<file path="config.mk">
export PLATFORM = sky130hd
export DESIGN_NAME = pipeline_hazard_ctrl
export DESIGN_NICKNAME = d
export VERILOG_FILES = /design/src/rtl/rv32_pipe_pkg.sv /design/src/rtl/pipeline_hazard_ctrl_load_use.sv /design/src/rtl/pipeline_hazard_ctrl.sv
export SDC_FILE = /design/constraint.sdc
export NUM_CORES = 1
export LEC_CHECK = 0
export ABC_CLOCK_PERIOD_IN_PS = 2600
export BUFFER_PORTS_ARGS = -buffer_cell sky130_fd_sc_hd__buf_2
export CELL_PAD_IN_SITES_DETAIL_PLACEMENT = 0
export CELL_PAD_IN_SITES_GLOBAL_PLACEMENT = 1
export CORE_MARGIN = 3
export CORE_UTILIZATION = 29
export DETAILED_ROUTE_END_ITERATION = 10
export PLACE_DENSITY = 0.88
export SLEW_MARGIN = 20
export SYNTH_ARGS = -nofsm -noshare
export SYNTH_HDL_FRONTEND = slang
export SYNTH_HIERARCHICAL = 1
export SYNTH_SLANG_ARGS = --single-unit
export TNS_END_PERCENT = 20
</file>
<file path="constraint.sdc">
create_clock -name clk -period 2.6 [get_ports clk]
set_input_delay 0 -clock clk [delete_from_list [all_inputs] [get_ports clk]]
set_output_delay 0 -clock clk [all_outputs]
set_load 0.02 [all_outputs]
</file>
<file path="src/rtl/rv32_pipe_pkg.sv">
// Shared types and constants for the RV32I 5-stage pipeline control slice.
package rv32_pipe_pkg;

  typedef enum logic {
    RUN      = 1'b0,
    MEM_WAIT = 1'b1
  } hz_state_e;

  localparam logic [4:0]  REG_X0   = 5'd0;
  localparam logic [31:0] NOP_INST = 32'h0000_0013;

endpackage

</file>
<file path="src/rtl/pipeline_hazard_ctrl_load_use.sv">
// Load-use hazard detector: the ID instruction reads a register the load in EX is about to write.
module load_use_detect
  import rv32_pipe_pkg::*;
(
  input  logic [4:0] rs1_id,
  input  logic [4:0] rs2_id,
  input  logic       use_rs1_id,
  input  logic       use_rs2_id,
  input  logic [4:0] rd_ex,
  input  logic       mem_read_ex,
  output logic       load_use
);

  // x0 is hardwired to zero, so a load targeting it never creates a dependency.
  assign load_use = mem_read_ex && (rd_ex != REG_X0) &&
                    ((use_rs1_id && (rs1_id == rd_ex)) ||
                     (use_rs2_id && (rs2_id == rd_ex)));

endmodule

</file>
<file path="src/rtl/pipeline_hazard_ctrl.sv">
// Stall/flush controller for the RV32I pipeline: mem wait > taken branch > load-use.
// Optional perf counters built when PIPE_PERF_CNT_EN is defined.
module pipeline_hazard_ctrl
  import rv32_pipe_pkg::*;
#(
  parameter int MEM_TIMEOUT = 16
) (
  input  logic        clk,
  input  logic        rst,
  input  logic [4:0]  rs1_ID,
  input  logic [4:0]  rs2_ID,
  input  logic        use_rs1_ID,
  input  logic        use_rs2_ID,
  input  logic [4:0]  rd_EX,
  input  logic        mem_read_EX,
  input  logic        PCSel_EX,
  input  logic        dmem_req_MEM,
  input  logic        dmem_ready,
  output logic        stall_PC,
  output logic        stall_ID,
  output logic        stall_EX,
  output logic        stall_MEM,
  output logic        flush_ID,
  output logic        flush_EX,
  output logic        flush_WB,
  output logic        mem_err,
  output logic [31:0] stall_cycles,
  output logic [31:0] flush_count
);

  localparam logic [7:0] TIMEOUT_CNT = 8'(MEM_TIMEOUT);

  hz_state_e  state_q, state_d;
  logic [7:0] wait_cnt_q, wait_cnt_d;
  logic       mem_err_q, mem_err_d;
  logic       load_use;
  logic       mem_wait;

  load_use_detect u_load_use (
    .rs1_id      (rs1_ID),
    .rs2_id      (rs2_ID),
    .use_rs1_id  (use_rs1_ID),
    .use_rs2_id  (use_rs2_ID),
    .rd_ex       (rd_EX),
    .mem_read_ex (mem_read_EX),
    .load_use    (load_use)
  );

  // NOTE: sequential state uses non-blocking assignments so every flop samples pre-edge values.
  always_ff @(posedge clk or posedge rst) begin
    if (rst) begin
      state_q    <= RUN;
      wait_cnt_q <= '0;
      mem_err_q  <= 1'b0;
    end else begin
      state_q    <= state_d;
      wait_cnt_q <= wait_cnt_d;
      mem_err_q  <= mem_err_d;
    end
  end

  // NOTE: every always_comb output gets a default first so no path can infer a latch.
  always_comb begin
    state_d    = state_q;
    wait_cnt_d = wait_cnt_q;
    mem_err_d  = mem_err_q;
    case (state_q)
      RUN: begin
        if (dmem_req_MEM && !dmem_ready) begin
          state_d    = MEM_WAIT;
          wait_cnt_d = 8'd1;
        end
      end
      MEM_WAIT: begin
        if (dmem_ready) begin
          state_d    = RUN;
          wait_cnt_d = '0;
        end else if (wait_cnt_q == TIMEOUT_CNT) begin
          state_d    = RUN;
          wait_cnt_d = '0;
          mem_err_d  = 1'b1;
        end else begin
          wait_cnt_d = wait_cnt_q + 8'd1;
        end
      end
      default: begin
        state_d    = RUN;
        wait_cnt_d = '0;
      end
    endcase
  end

  // The timeout cycle itself does not stall, so the aborted access drains normally.
  assign mem_wait = ((state_q == RUN) && dmem_req_MEM && !dmem_ready) ||
                    ((state_q == MEM_WAIT) && !dmem_ready && (wait_cnt_q != TIMEOUT_CNT));

  // Gating with rst makes the controls drop as soon as reset asserts, without waiting for an edge.
  always_comb begin
    stall_PC  = 1'b0;
    stall_ID  = 1'b0;
    stall_EX  = 1'b0;
    stall_MEM = 1'b0;
    flush_ID  = 1'b0;
    flush_EX  = 1'b0;
    flush_WB  = 1'b0;
    if (!rst) begin
      if (mem_wait) begin
        stall_PC  = 1'b1;
        stall_ID  = 1'b1;
        stall_EX  = 1'b1;
        stall_MEM = 1'b1;
        flush_WB  = 1'b1;
      end else if (PCSel_EX) begin
        flush_ID = 1'b1;
        flush_EX = 1'b1;
      end else if (load_use) begin
        stall_PC = 1'b1;
        stall_ID = 1'b1;
        flush_EX = 1'b1;
      end
    end
  end

  assign mem_err = mem_err_q;

`ifdef PIPE_PERF_CNT_EN
  logic [31:0] stall_cnt_q, flush_cnt_q;

  always_ff @(posedge clk or posedge rst) begin
    if (rst) begin
      stall_cnt_q <= '0;
      flush_cnt_q <= '0;
    end else begin
      if (stall_PC && (stall_cnt_q != 32'hFFFF_FFFF)) stall_cnt_q <= stall_cnt_q + 32'd1;
      if (PCSel_EX && flush_EX && (flush_cnt_q != 32'hFFFF_FFFF)) flush_cnt_q <= flush_cnt_q + 32'd1;
    end
  end

  assign stall_cycles = stall_cnt_q;
  assign flush_count  = flush_cnt_q;
`else
  assign stall_cycles = '0;
  assign flush_count  = '0;
`endif

endmodule
</file>
### Yosys cells after proc, flatten, opt, wreduce, memory -nomap -nowiden

Index checks and enable logic that the tools add are counted.

* bits of input ports: 23
* flip-flop bits (word level): 10
* logic and storage cells: 45

* mux-type cells: 20
* equality and inequality tests: 5
* bitwise operators: 2
* add/subtract/negate cells: 1
* reductions and logical operators: 14

Operators with widths (count)
* 8-bit two-way mux: 3
* 8-bit one-hot mux with 2 select lines: 1
* 1-bit two-way mux: 15
* 5-bit == test: 2
* 1-bit logical AND: 9
* 8-bit by 1-bit adder with 8-bit output, second input constant: 1
* 8-bit by 5-bit == test with 1-bit output, second input constant: 1
* 8-bit by 5-bit inequality test with 1-bit output, second input constant: 1
* 5-bit nonzero test: 1
* 3-bit AND reduction: 1
* 1-bit logical OR: 2
* 2-bit inequality test, second input constant: 1
* 1-bit inverter: 2
* 1-bit one-hot mux with 2 select lines: 1
* 1-bit zero test: 1

### Longest topological paths before layout

* depth after elaboration: 8
* gate-level depth with buffers: 7
* gate-level depth less buffers: 6

### Cells and area by module

The synthesis kept the hierarchy.

Modules (own cells, without submodules)
* pipeline_hazard_ctrl: instances 1, area an instance 1098.6 um^2, cells an instance 127
* load_use_detect: instances 1, area an instance 133.9 um^2, cells an instance 17

### Least setup slack after synthesis

Ideal clock, no wire load.

* path type: register to output
* start point: reg wait_cnt_q[0]
* end point: out stall_PC
* data required time: 2.600 ns
* slack: 0.776 ns
* arrival: 1.824 ns
* path buffers: 1
* cell stages (with the launch flop): 7
* cells stage by stage: dfrtp_1 -> inv_1 -> ha_1 -> and4bb_4 -> a311o_2 -> a21oi_1 -> buf_4

* word-level cells in the longest chain between the ends: 5

Ends and longest elaborated chain
* start: declaration: line pipeline_hazard_ctrl.sv:34 `logic [7:0] wait_cnt_q, wait_cnt_d;`
* start signal: assignment: line pipeline_hazard_ctrl.sv:57 `wait_cnt_q <= wait_cnt_d;`
* 8-bit by 5-bit inequality test with 1-bit output: line pipeline_hazard_ctrl.sv:95 `((state_q == MEM_WAIT) && !dmem_ready && (wait_cnt_q != TIMEOUT_CNT));`
* 1-bit logical AND: line pipeline_hazard_ctrl.sv:95
* 1-bit logical OR: line pipeline_hazard_ctrl.sv:94 `assign mem_wait = ((state_q == RUN) && dmem_req_MEM && !dmem_ready) ||`
* 1-bit two-way mux (2 in a row)
* end: declaration: line pipeline_hazard_ctrl.sv:19 `output logic stall_PC,`

No other way between the ends.

### Final worst setup path

* start point: reg wait_cnt_q[0]
* end point: out stall_PC

* word-level cells in the longest chain between the ends: 5

Ends and longest elaborated chain
* 8-bit by 5-bit inequality test with 1-bit output: line pipeline_hazard_ctrl.sv:95
* 1-bit logical AND: line pipeline_hazard_ctrl.sv:95
* 1-bit logical OR: line pipeline_hazard_ctrl.sv:94
* 1-bit two-way mux: line pipeline_hazard_ctrl.sv:107 `if (mem_wait) begin`
* 1-bit two-way mux: line pipeline_hazard_ctrl.sv:106 `if (!rst) begin`

No other way between the ends.

==> impl_metrics.yaml <==
status:
  outcome: "complete, no violations"
logic_synthesis:
  synth.area.top_cells: "buf_4, dfrtp_1, xor2_1"
  yosys.cell_count.top_type: "buf_4"
  syn_avg_cell_area_sq_um: 8.56
  synth_edf_count: 0
  synth_cells: 144
  ys_seq_elements: 10
  ys_warn_count: 6
  ys_types: 39
  yosys.area.top_type: "buf_4"
  syn_area_sq_mm: 0.00123
  yosys_most_used_dff: "dfrtp_1"
  ys_seq_area_frac: 0.203
  synth_top_area_frac: 0.408
  synthTopCellsByCount: "buf_4, xor2_1, dfrtp_1"
  synthArstFlopShare: 1.00
clocking:
  cts_num_sinks: 10
  clockRootBuffer: "clkbuf_8"
  htreeDepth: 1
  clk_pin_slew_ns: 0.04
  ctsLongestPathBuffers: 2
  cts_resized: 0
  clk_latency_ns: 0.24
  numCtsBuffers: 3
  cts_tree: "built"
placed_design:
  portBuffers: 30
  dpl_cell_area_sq_mm: 0.00117
  dp_hpwl_microns: 1800
  place_congestion: 0.847
  placed_cells: 219
setup_path:
  crit_type: "flip-flop to output pin"
  crit_start: "wait_cnt_q[0]"
  r2r_cells: 6
  r2r_start: "wait_cnt_q[0]"
  cp-start-kind: "flip-flop"
  crit_chain: "inv_1 > ha_1 > and4bb_4 > a311o_2 > a21oi_1 > buf_2"
  rrSetupSlack_ns: 1.04
  worst_path_largest_cell_delay_ns: 0.39
  cp_max_fo: 5
  timing.rr.end: "wait_cnt_q[2]"
  critPathSlowestCell: "dfrtp_1"
  worst_setup_path_end_kind: "output pin"
  endpoint: "stall_PC"
  crit_arrival_ns: 1.84
  cp.required_ns: 2.60
detailed_routing:
  wl_per_cell_microns: 9.28
  vias: 843
  firstDrtPassIters: 4
  ant_nets: 0
  drt_wl_total_microns: 2070
  wl_met1_microns: 659
  drc: 0
  wl_met2_microns: 1100
  drt-initial-drc-count: 36
  routed-wl-met3_microns: 285
  via_per_inst: 3.78
  top_layer_used: "met4"
power_and_ir_drop:
  power_uw: 503
  p_leak_uw: 0.000682
  power_density_mw_per_mm2: 410
  ir_worst_vdd_uv: 121
floorplanning:
  initial_core_util: 0.304
  num_rows: 23
  die_h_microns: 71.2
  core_sq_mm: 0.00406
  die-area_sq_mm: 0.00507
  die_x_microns: 71.2
  io_pins: 95
layout:
  design_area_sq_mm: 0.00122
  postLayoutCoreUtil: 0.302
  num_antenna_cells: 0
  fin_cells: 223
  syn2layout_area_growth_pct: -0.610
  drive_above_1_share: 0.243
  nets: 200
timing:
  fin_skew_ns: 0.00568
  setup-violations-final: 0
  rsz0062_at_grt: "no"
  fmax_mhz: 544
  maxSlewViolCount: 0
  final_hold_viol_count: 0
  fin_tns_setup_ns: 0
  post-route-period-util: 0.706
  period_needed_ns: 1.84
grt:
  grt_use_total: 0.0796
  grt_max_degree: 12
  grt_pass1_vias: 681
  grt_overflow: 0
  grt_pass1_wl_microns: 3120
  antenna_found_initial: 0
flow_run:
  cap_violations: 0
min_path:
  hp-class: "primary input to flip-flop"
  hold_start: "dmem_ready"
[final cells by class]
type                            instances  area [sq um]
Fill cell                             443          2830
Multi-Input combinational cell        125           696
Inverter                                4          15.0
Sequential cell                        10           250
Timing Repair Buffer                   31           160
Tap cell                               50          62.6
Clock buffer                            3          41.3
[placed cells by master, fill, tap and decap left out, types with 2 or more instances in the layout]
| master | synthesis | final |
|---|---|---|
| nand2b_1 | 2 | 2 |
| o21ai_0 | 2 | 2 |
| inv_1 | 4 | 4 |
| a21oi_1 | 3 | 3 |
| xor2_1 | 11 | 11 |
| conb_1 | 1 | 64 |
| dfrtp_1 | 10 | 10 |
| ha_1 | 2 | 2 |
| xnor2_1 | 2 | 2 |
| nor2_1 | 9 | 9 |
| nand3_1 | 3 | 3 |
| o211ai_1 | 2 | 2 |
| buf_2 | 1 | 30 |
| clkbuf_8 | 0 | 3 |
[critical path, delay by kind of cell (launching register included)]
kind                       cells  cell delay (ns)
DFF                            1             0.39
adders and majority gates      1             0.19
AOI/OAI and AO/OA              2             0.54
and+or+nand+nor                1             0.21
buffers and inverters          2             0.26
[worst min-delay path by stage]
stage / to / cells past startpoint
2_1_floorplan: mem_err / 1
3_3_place_gp: state_q / 2
3_5_place_dp: state_q / 2
4_1_cts: state_q / 3
5_1_grt: wait_cnt_q[0] / 4
6_report: state_q / 3
[cell families after synthesis]
| group | share of synthesized area |
|---|---|
| flops | 0.203 |
| simple gates | 0.161 |
| compound gates | 0.0954 |
| buf+inv | 0.424 |
| fa+ha+maj | 0.0203 |
| other cells | 0.00304 |
| xor+xnor | 0.0924 |
[state kept, by name (all words and copies together) (netlist names)]
register	cells
mem_err	1
state_q	1
wait_cnt_q	8
[metrics by stage]
stage	hold WS, ns	setup WS [ns]
after floorplan	-0.155	0.776
after global placement	0.0386	1.03
after detailed placement	0.0451	1.01
after CTS	0.161	0.751
after global routing	0.183	0.624
final	0.167	0.763
[per-layer routing]
layer	GRT usage	vias up
met5	0	-
met4	0.0313	0
met3	0.0327	4
met2	0.137	58
met1	0.0864	376
li1	-	405
[power by group]
| part | switching, uW | internal [uW] |
|---|---|---|
| Combinational | 131 | 40.9 |
| Clock | 57.8 | 101 |
| Sequential | 9.23 | 162 |
[timing repair]
item,in CTS,in global routing
setup buffers,0,0
hold endpoints to repair,10,0
setup endpoints to repair,0,0
hold buffers,1,0
No activity file was read; power rests on OpenSTA's default activity.
